--- config.mk ---
export PLATFORM = sky130hd
export DESIGN_NAME = vga_stream_sink
export DESIGN_NICKNAME = d
export VERILOG_FILES = /design/src/rtl/vga_stream_sink.sv
export SDC_FILE = /design/constraint.sdc
export NUM_CORES = 1
export LEC_CHECK = 0
export CAP_MARGIN = 20
export CORE_UTILIZATION = 50
export DETAILED_ROUTE_END_ITERATION = 12
export PLACE_DENSITY = 0.8
export SYNTH_ARGS = -nofsm -noshare
export SYNTH_HDL_FRONTEND = slang
export SYNTH_SLANG_ARGS = --single-unit
export TNS_END_PERCENT = 5
--- constraint.sdc ---
create_clock -name clk -period 5.2 [get_ports clk]
set_clock_uncertainty 0.2 [all_clocks]
set_input_delay 1.3 -clock clk [delete_from_list [all_inputs] [get_ports clk]]
set_output_delay 1.3 -clock clk [all_outputs]
set_load 0.1 [all_outputs]
--- src/rtl/vga_stream_sink.sv ---
// Avalon-ST sink for the face-image pixel stream: framing check, 3-bit quantisation, frame-buffer write.
// Optional FRAME_CHECKSUM_EN adds a per-frame checksum of the written pixels.
module vga_stream_sink #(
    parameter int H_RES = 640,
    parameter int V_RES = 480,
    localparam int NUM_PIXELS = H_RES * V_RES,
    localparam int AW = $clog2(NUM_PIXELS)
) (
    input  logic          clk,
    input  logic          reset,
    input  logic [29:0]   data,
    input  logic          startofpacket,
    input  logic          endofpacket,
    input  logic          valid,
    output logic          ready,
    input  logic          enable,
    output logic          fb_wr_en,
    output logic [AW-1:0] fb_wr_addr,
    output logic [2:0]    fb_wr_data,
    output logic          frame_done,
    output logic          frame_err,
    output logic [15:0]   frames_ok,
    output logic [15:0]   frames_bad
`ifdef FRAME_CHECKSUM_EN
    ,
    output logic [15:0]   frame_checksum
`endif
);

    typedef enum logic {IDLE, ACTIVE} state_t;

    localparam logic [AW-1:0] LAST_ADDR = AW'(NUM_PIXELS - 1);

    state_t        state, state_next;
    logic [AW-1:0] index, index_next, pos;
    logic          accept, in_frame, restart, last, good, bad;
    logic [2:0]    quant;

    assign ready  = ~reset & enable;
    assign accept = valid & ready;
    assign quant  = {data[29], data[19], data[9]};

    // Padding bits carry no information; collected here so they read as intentionally unused.
    logic unused_pad;
    assign unused_pad = ^{data[28:20], data[18:10], data[8:0]};

    // NOTE: every signal gets a default before any branch so no latch is inferred.
    always_comb begin
        state_next = state;
        index_next = index;
        pos        = index;
        in_frame   = 1'b0;
        restart    = 1'b0;
        last       = 1'b0;
        good       = 1'b0;
        bad        = 1'b0;
        if (accept) begin
            if (startofpacket) begin
                in_frame = 1'b1;
                pos      = '0;
                restart  = (state == ACTIVE);
            end else if (state == ACTIVE) begin
                in_frame = 1'b1;
            end
            if (in_frame) begin
                last = (pos == LAST_ADDR);
                // EOP and the last address must coincide; either one alone is a framing error.
                good = endofpacket & last & ~restart;
                bad  = restart | (endofpacket ^ last);
                if (endofpacket || last) begin
                    state_next = IDLE;
                    index_next = '0;
                end else begin
                    state_next = ACTIVE;
                    index_next = pos + 1'b1;
                end
            end
        end
    end

    // NOTE: sequential state uses non-blocking assignments so all registers update from pre-edge values.
    always_ff @(posedge clk) begin
        if (reset) begin
            state <= IDLE;
            index <= '0;
        end else begin
            state <= state_next;
            index <= index_next;
        end
    end

    always_ff @(posedge clk) begin
        if (reset) begin
            fb_wr_en   <= 1'b0;
            fb_wr_addr <= '0;
            fb_wr_data <= '0;
            frame_done <= 1'b0;
            frame_err  <= 1'b0;
            frames_ok  <= '0;
            frames_bad <= '0;
        end else begin
            fb_wr_en   <= in_frame;
            frame_done <= good;
            frame_err  <= bad;
            if (in_frame) begin
                fb_wr_addr <= pos;
                fb_wr_data <= quant;
            end
            if (good && frames_ok != 16'hFFFF)
                frames_ok <= frames_ok + 16'd1;
            if (bad && frames_bad != 16'hFFFF)
                frames_bad <= frames_bad + 16'd1;
        end
    end

`ifdef FRAME_CHECKSUM_EN
    logic [15:0] run_sum, sum_next;

    assign sum_next = (startofpacket ? 16'd0 : run_sum) + 16'(quant);

    always_ff @(posedge clk) begin
        if (reset) begin
            run_sum        <= '0;
            frame_checksum <= '0;
        end else begin
            if (in_frame)
                run_sum <= sum_next;
            if (good)
                frame_checksum <= sum_next;
        end
    end
`endif

endmodule

Word level (Yosys, flattened, before mapping) --
Index checks and enable logic that the tools add are counted.
Storage, ports and cells: output and inout port bits 58, logic and storage cells 42, input port bits 36, register bits after elaboration 77
Cells by class: bitwise operators 8, equality and inequality tests 3, add/sub/neg operators 3, muxes and demuxes 15, reduce and logical (&&, ||, !) cells 4
Operators with widths (count):
- 2-to-1 mux 19 bit | 4
- adder 16 x 1 -> 16 bit (second input constant) | 2
- inequality test 16 bit (second input constant) | 2
- adder 19 x 1 -> 19 bit (second input constant) | 1
- equality test 19 bit (second input constant) | 1
- 2-to-1 mux 1 bit | 11
- AND 1 bit | 4
- logical AND 1 bit | 2
- inverter 1 bit | 2
- AND reduction 2 bit | 1
- logical OR 1 bit | 1
- bitwise OR 1 bit | 1
- bitwise XOR 1 bit | 1

Longest topological paths before layout --
depth in word-level cells 10, mapped depth 15

Worst setup path after synthesis --
No wires, ideal clock.
path type input to output, start point in reset, end point out ready, stages 2, arrival 2847 ps, data required time 3700 ps, path slack 853 ps, path through buf_2 > nor2b_1
Between the ends: longest elaborated chain between the ends 2
RTL lines:
- from (decl) | line 10 | input logic reset,
- inverter 1 bit | line 39 | assign ready = ~reset & enable;
- AND 1 bit | line 39
- to (decl) | line 15 | output logic ready,
No other way between the ends.

Worst setup path in the final report --
start point in startofpacket, end point reg frames_bad[13]
Between the ends: longest elaborated chain between the ends 8, elaborated cells between the ends (all ways) 12
RTL lines:
- from (decl) | line 12 | input logic startofpacket,
- 2-to-1 mux 19 bit | line 58 | if (startofpacket) begin
- 2-to-1 mux 19 bit | line 57 | if (accept) begin
- equality test 19 bit | line 66 | last = (pos == LAST_ADDR);
- bitwise XOR 1 bit | line 69 | bad = restart | (endofpacket ^ last);
- bitwise OR 1 bit | line 69
- 2-to-1 mux 1 bit (*) | line 65 | if (in_frame) begin
- 2-to-1 mux 1 bit (*) | line 57
- logical AND 1 bit (*) | line 111 | if (bad && frames_bad != 16'hFFFF)
- to (signal assigned) | line 112 | frames_bad <= frames_bad + 16'd1;
- to (decl) | line 23 | output logic [15:0] frames_bad
Mark *: on every way between the ends. The rest lies on a longest branch, timed or not. The select of a mux whose other input is x is not followed. A chain may end at the register's enable or synchronous reset.

==> flow_metrics.tcl <==
set metrics [dict create \
    status "finished clean" \
    grt_overflow 0 \
    yosysSeqAreaShare 0.403 \
    avgSynthCellArea_um2 8.61 \
    grt_max_degree 73 \
    firstDrtPassIters 4 \
    multi_input_area_mm2 0.00214 \
    grt_antenna_before_repair 0 \
    cts_made_buffers 9 \
    fin_cells 606 \
    slew_violations 0 \
    postCtsResizedCells 0 \
    setup_tns_ns 0 \
    final_cell_mix "dfxtp_1 (77), clkdlybuf4s50_1 (64), nand2_1 (52), nor2_1 (41), a21oi_1 (32)" \
    critPathArrivalTime_ns 4.62 \
    cts_tree "yes" \
    p_leak_nw 1.63 \
    regArea_mm2 0.00154 \
    synth_seq_cells 77 \
    coreArea_mm2 0.00733 \
    vias_per_cell 5.59 \
    ys.flop_type "dfxtp_1" \
    first_iter_violations 223 \
    area_growth_pct 23.1 \
    yosys_warnings 0 \
    cts_root_buf "clkbuf_8" \
    ys_types 59 \
    hp-class "reg -> reg" \
    die_w_um 89.5 \
    ctsHoldBuffers 0 \
    layout-drive-gt1-share 0.0927 \
    rows 31 \
    dp_hpwl_um 5870 \
    start_util 0.522 \
    io_pins 94 \
    ant_nets 0 \
    cp-end-kind "register" \
    clkLatencyLatePin_ns 0.36 \
    portBuffers 66 \
    fmax_ghz 0.219 \
    grt_pass1_vias 2950 \
    fin_crit_ns 4.57 \
    ir_drop_v 0.000125 \
    ctsLongestPathBuffers 2 \
    rsz0062_at_grt "false" \
    detail_route.wl_per_cell_um 14.3 \
    worstMarginPinSlew_ns 0.980 \
    post-place-cells 590 \
    post-cts-setup-buffers 0 \
    cpMaxStageDelayCell "clkdlybuf4s50_1" \
    synth_nets 485 \
    die-area_mm2 0.00800 \
    synthArstFlopShare 0 \
    final_common_cell "dfxtp_1" \
    start_kind "input port" \
    cts.sinks 77 \
    via_count 3386 \
    fin_nets 543 \
    die_h_um 89.5 \
    path_cells "clkdlybuf4s50_1, nor2b_1, ha_1, and3_1, nand3_1, nor3_1, nand3_1, ha_1, maj3_2, nand4_2, a211oi_2, a311oi_1, a41o_1" \
    gp_congestion 0.831 \
    cp.required_ns 5.25 \
    drt_wl_total_um 8650 \
    drcViolationCount 0 \
    netlist_area_mm2 0.00382 \
    crit_path_max_incr_delay_ns 0.48 \
    clk_pin_slew_worst_paths_ns 0.07 \
    maxCapViolations 0 \
    syn_inst 444 \
    relSlewSlack 0.345 \
    hold_viol_final 0 \
    fill_cells 607 \
    grt_usage 0.221 \
    grt_first_pass_wirelength_um 13700 \
    fin_crit_sh 0.879 \
    cp_max_fo 5 \
    h-tree-depth 3 \
    diodes 0 \
    criticalPathCategory "in -> reg" \
    power.density_mw_per_mm2 232 \
    synth_edf_count 0 \
    finalSetupViolCount 0 \
]
==> state kept, by name (all words and copies together), names as in the netlist <==
name,count
fb_wr_addr,19
fb_wr_data,3
fb_wr_en,1
frame_done,1
frame_err,1
frames_bad,16
frames_ok,16
index,19
state,1
==> critical path: cells and delay by family <==
family                   cells  cell delay (ns)
AO/OA/AOI/OAI                3             0.74
buffers and inverters        1             0.48
adder cells (fa/ha/maj)      3             0.76
AND/OR/NAND/NOR              6             1.33
==> cell type report <==
| cell class | instances | share of cell area |
|---|---|---|
| clock buffer | 11 | 0.0279 |
| clock inverter | 5 | 0.0130 |
| inverter | 9 | 0.00718 |
| multi-input combinational | 336 | 0.455 |
| sequential | 77 | 0.327 |
| tap | 99 | 0.0263 |
| timing repair buffer | 69 | 0.144 |
==> synth_stat cells, types with 2 or more instances <==
library cell	instances	share of area
a211oi_1	2	0.0039
a21oi_1	32	0.042
a311oi_1	3	0.0069
a31oi_1	6	0.0098
a32oi_1	2	0.0046
a41oi_1	2	0.0046
and2_1	2	0.0033
and3_1	8	0.013
and4_1	4	0.0092
and4b_1	2	0.0052
buf_2	9	0.012
buf_4	2	0.0039
clkbuf_1	10	0.0098
dfxtp_1	77	0.40
ha_1	5	0.016
inv_1	8	0.0079
mux2i_1	2	0.0052
nand2_1	52	0.051
nand2_2	2	0.0033
nand2b_1	9	0.015
nand2b_4	2	0.0072
nand3_1	13	0.017
nand3_2	2	0.0052
nand3b_1	14	0.027
nand4_1	13	0.021
nand4_2	2	0.0065
nand4b_1	4	0.0092
nor2_1	41	0.040
nor2b_1	9	0.015
nor3_1	8	0.010
nor3_2	2	0.0052
nor3b_1	8	0.016
nor4_1	5	0.0082
nor4_2	3	0.0098
nor4_4	2	0.011
nor4b_2	2	0.0079
o21ai_0	27	0.035
o31ai_1	3	0.0059
or2_2	2	0.0033
or3_1	2	0.0033
xnor2_1	23	0.053
==> worst paths after layout <==
check                                    from                     endpoint  slack, ns  cells past startpoint
setup / recovery                startofpacket  frames_bad[13]$_SDFFE_PP0P_       0.63                     13
hold / removal    fb_wr_addr[18]$_SDFFE_PP0P_  fb_wr_addr[18]$_SDFFE_PP0P_       0.26                      2
setup reg to reg        index[1]$_SDFFE_PP0P_  frames_bad[13]$_SDFFE_PP0P_       1.70                     12
hold reg to reg   fb_wr_addr[18]$_SDFFE_PP0P_  fb_wr_addr[18]$_SDFFE_PP0P_       0.26                      2
==> layer usage <==
metal  GRT usage  wire length, µm  part of all wire
met5           0                0                 0
met4       0.102              161             0.019
met3      0.0480              414             0.048
met2       0.356             4210              0.49
met1       0.284             3860              0.45
==> where the power goes <==
part           internal [mW]  switching [mW]  leakage, nW
Combinational         0.0173          0.0392        0.917
Clock                  0.224           0.218       0.0975
Sequential             0.591         0.00119        0.620
==> through the flow <==
stage	area [µm²]	power [mW]	setup slack, ns	util	hold slack [ns]
6_report	4710	1.09	0.628	0.642	0.258
5_1_grt	4710	1.13	0.335	0.642	0.284
4_1_cts	4710	1.11	0.660	0.642	0.263
3_5_place_dp	4510	0.662	0.264	0.616	0.249
3_3_place_gp	4510	0.662	0.370	0.616	0.242
2_1_floorplan	3820	0.647	0.853	-	0.240
==> cell families (layout without fill, tap and decap cells) <==
group                    count (synthesis)  count (layout)  synth area share
AO/OA/AOI/OAI                           85              85             0.133
buffers and inverters                   31              94            0.0373
AND/OR/NAND/NOR                        219             219             0.345
multiplexers                             2               2           0.00524
flip-flops                              77              77             0.403
adder cells (fa/ha/maj)                  6               6            0.0193
XOR/XNOR                                24              24            0.0569
(Power assumes the default switching activity.)
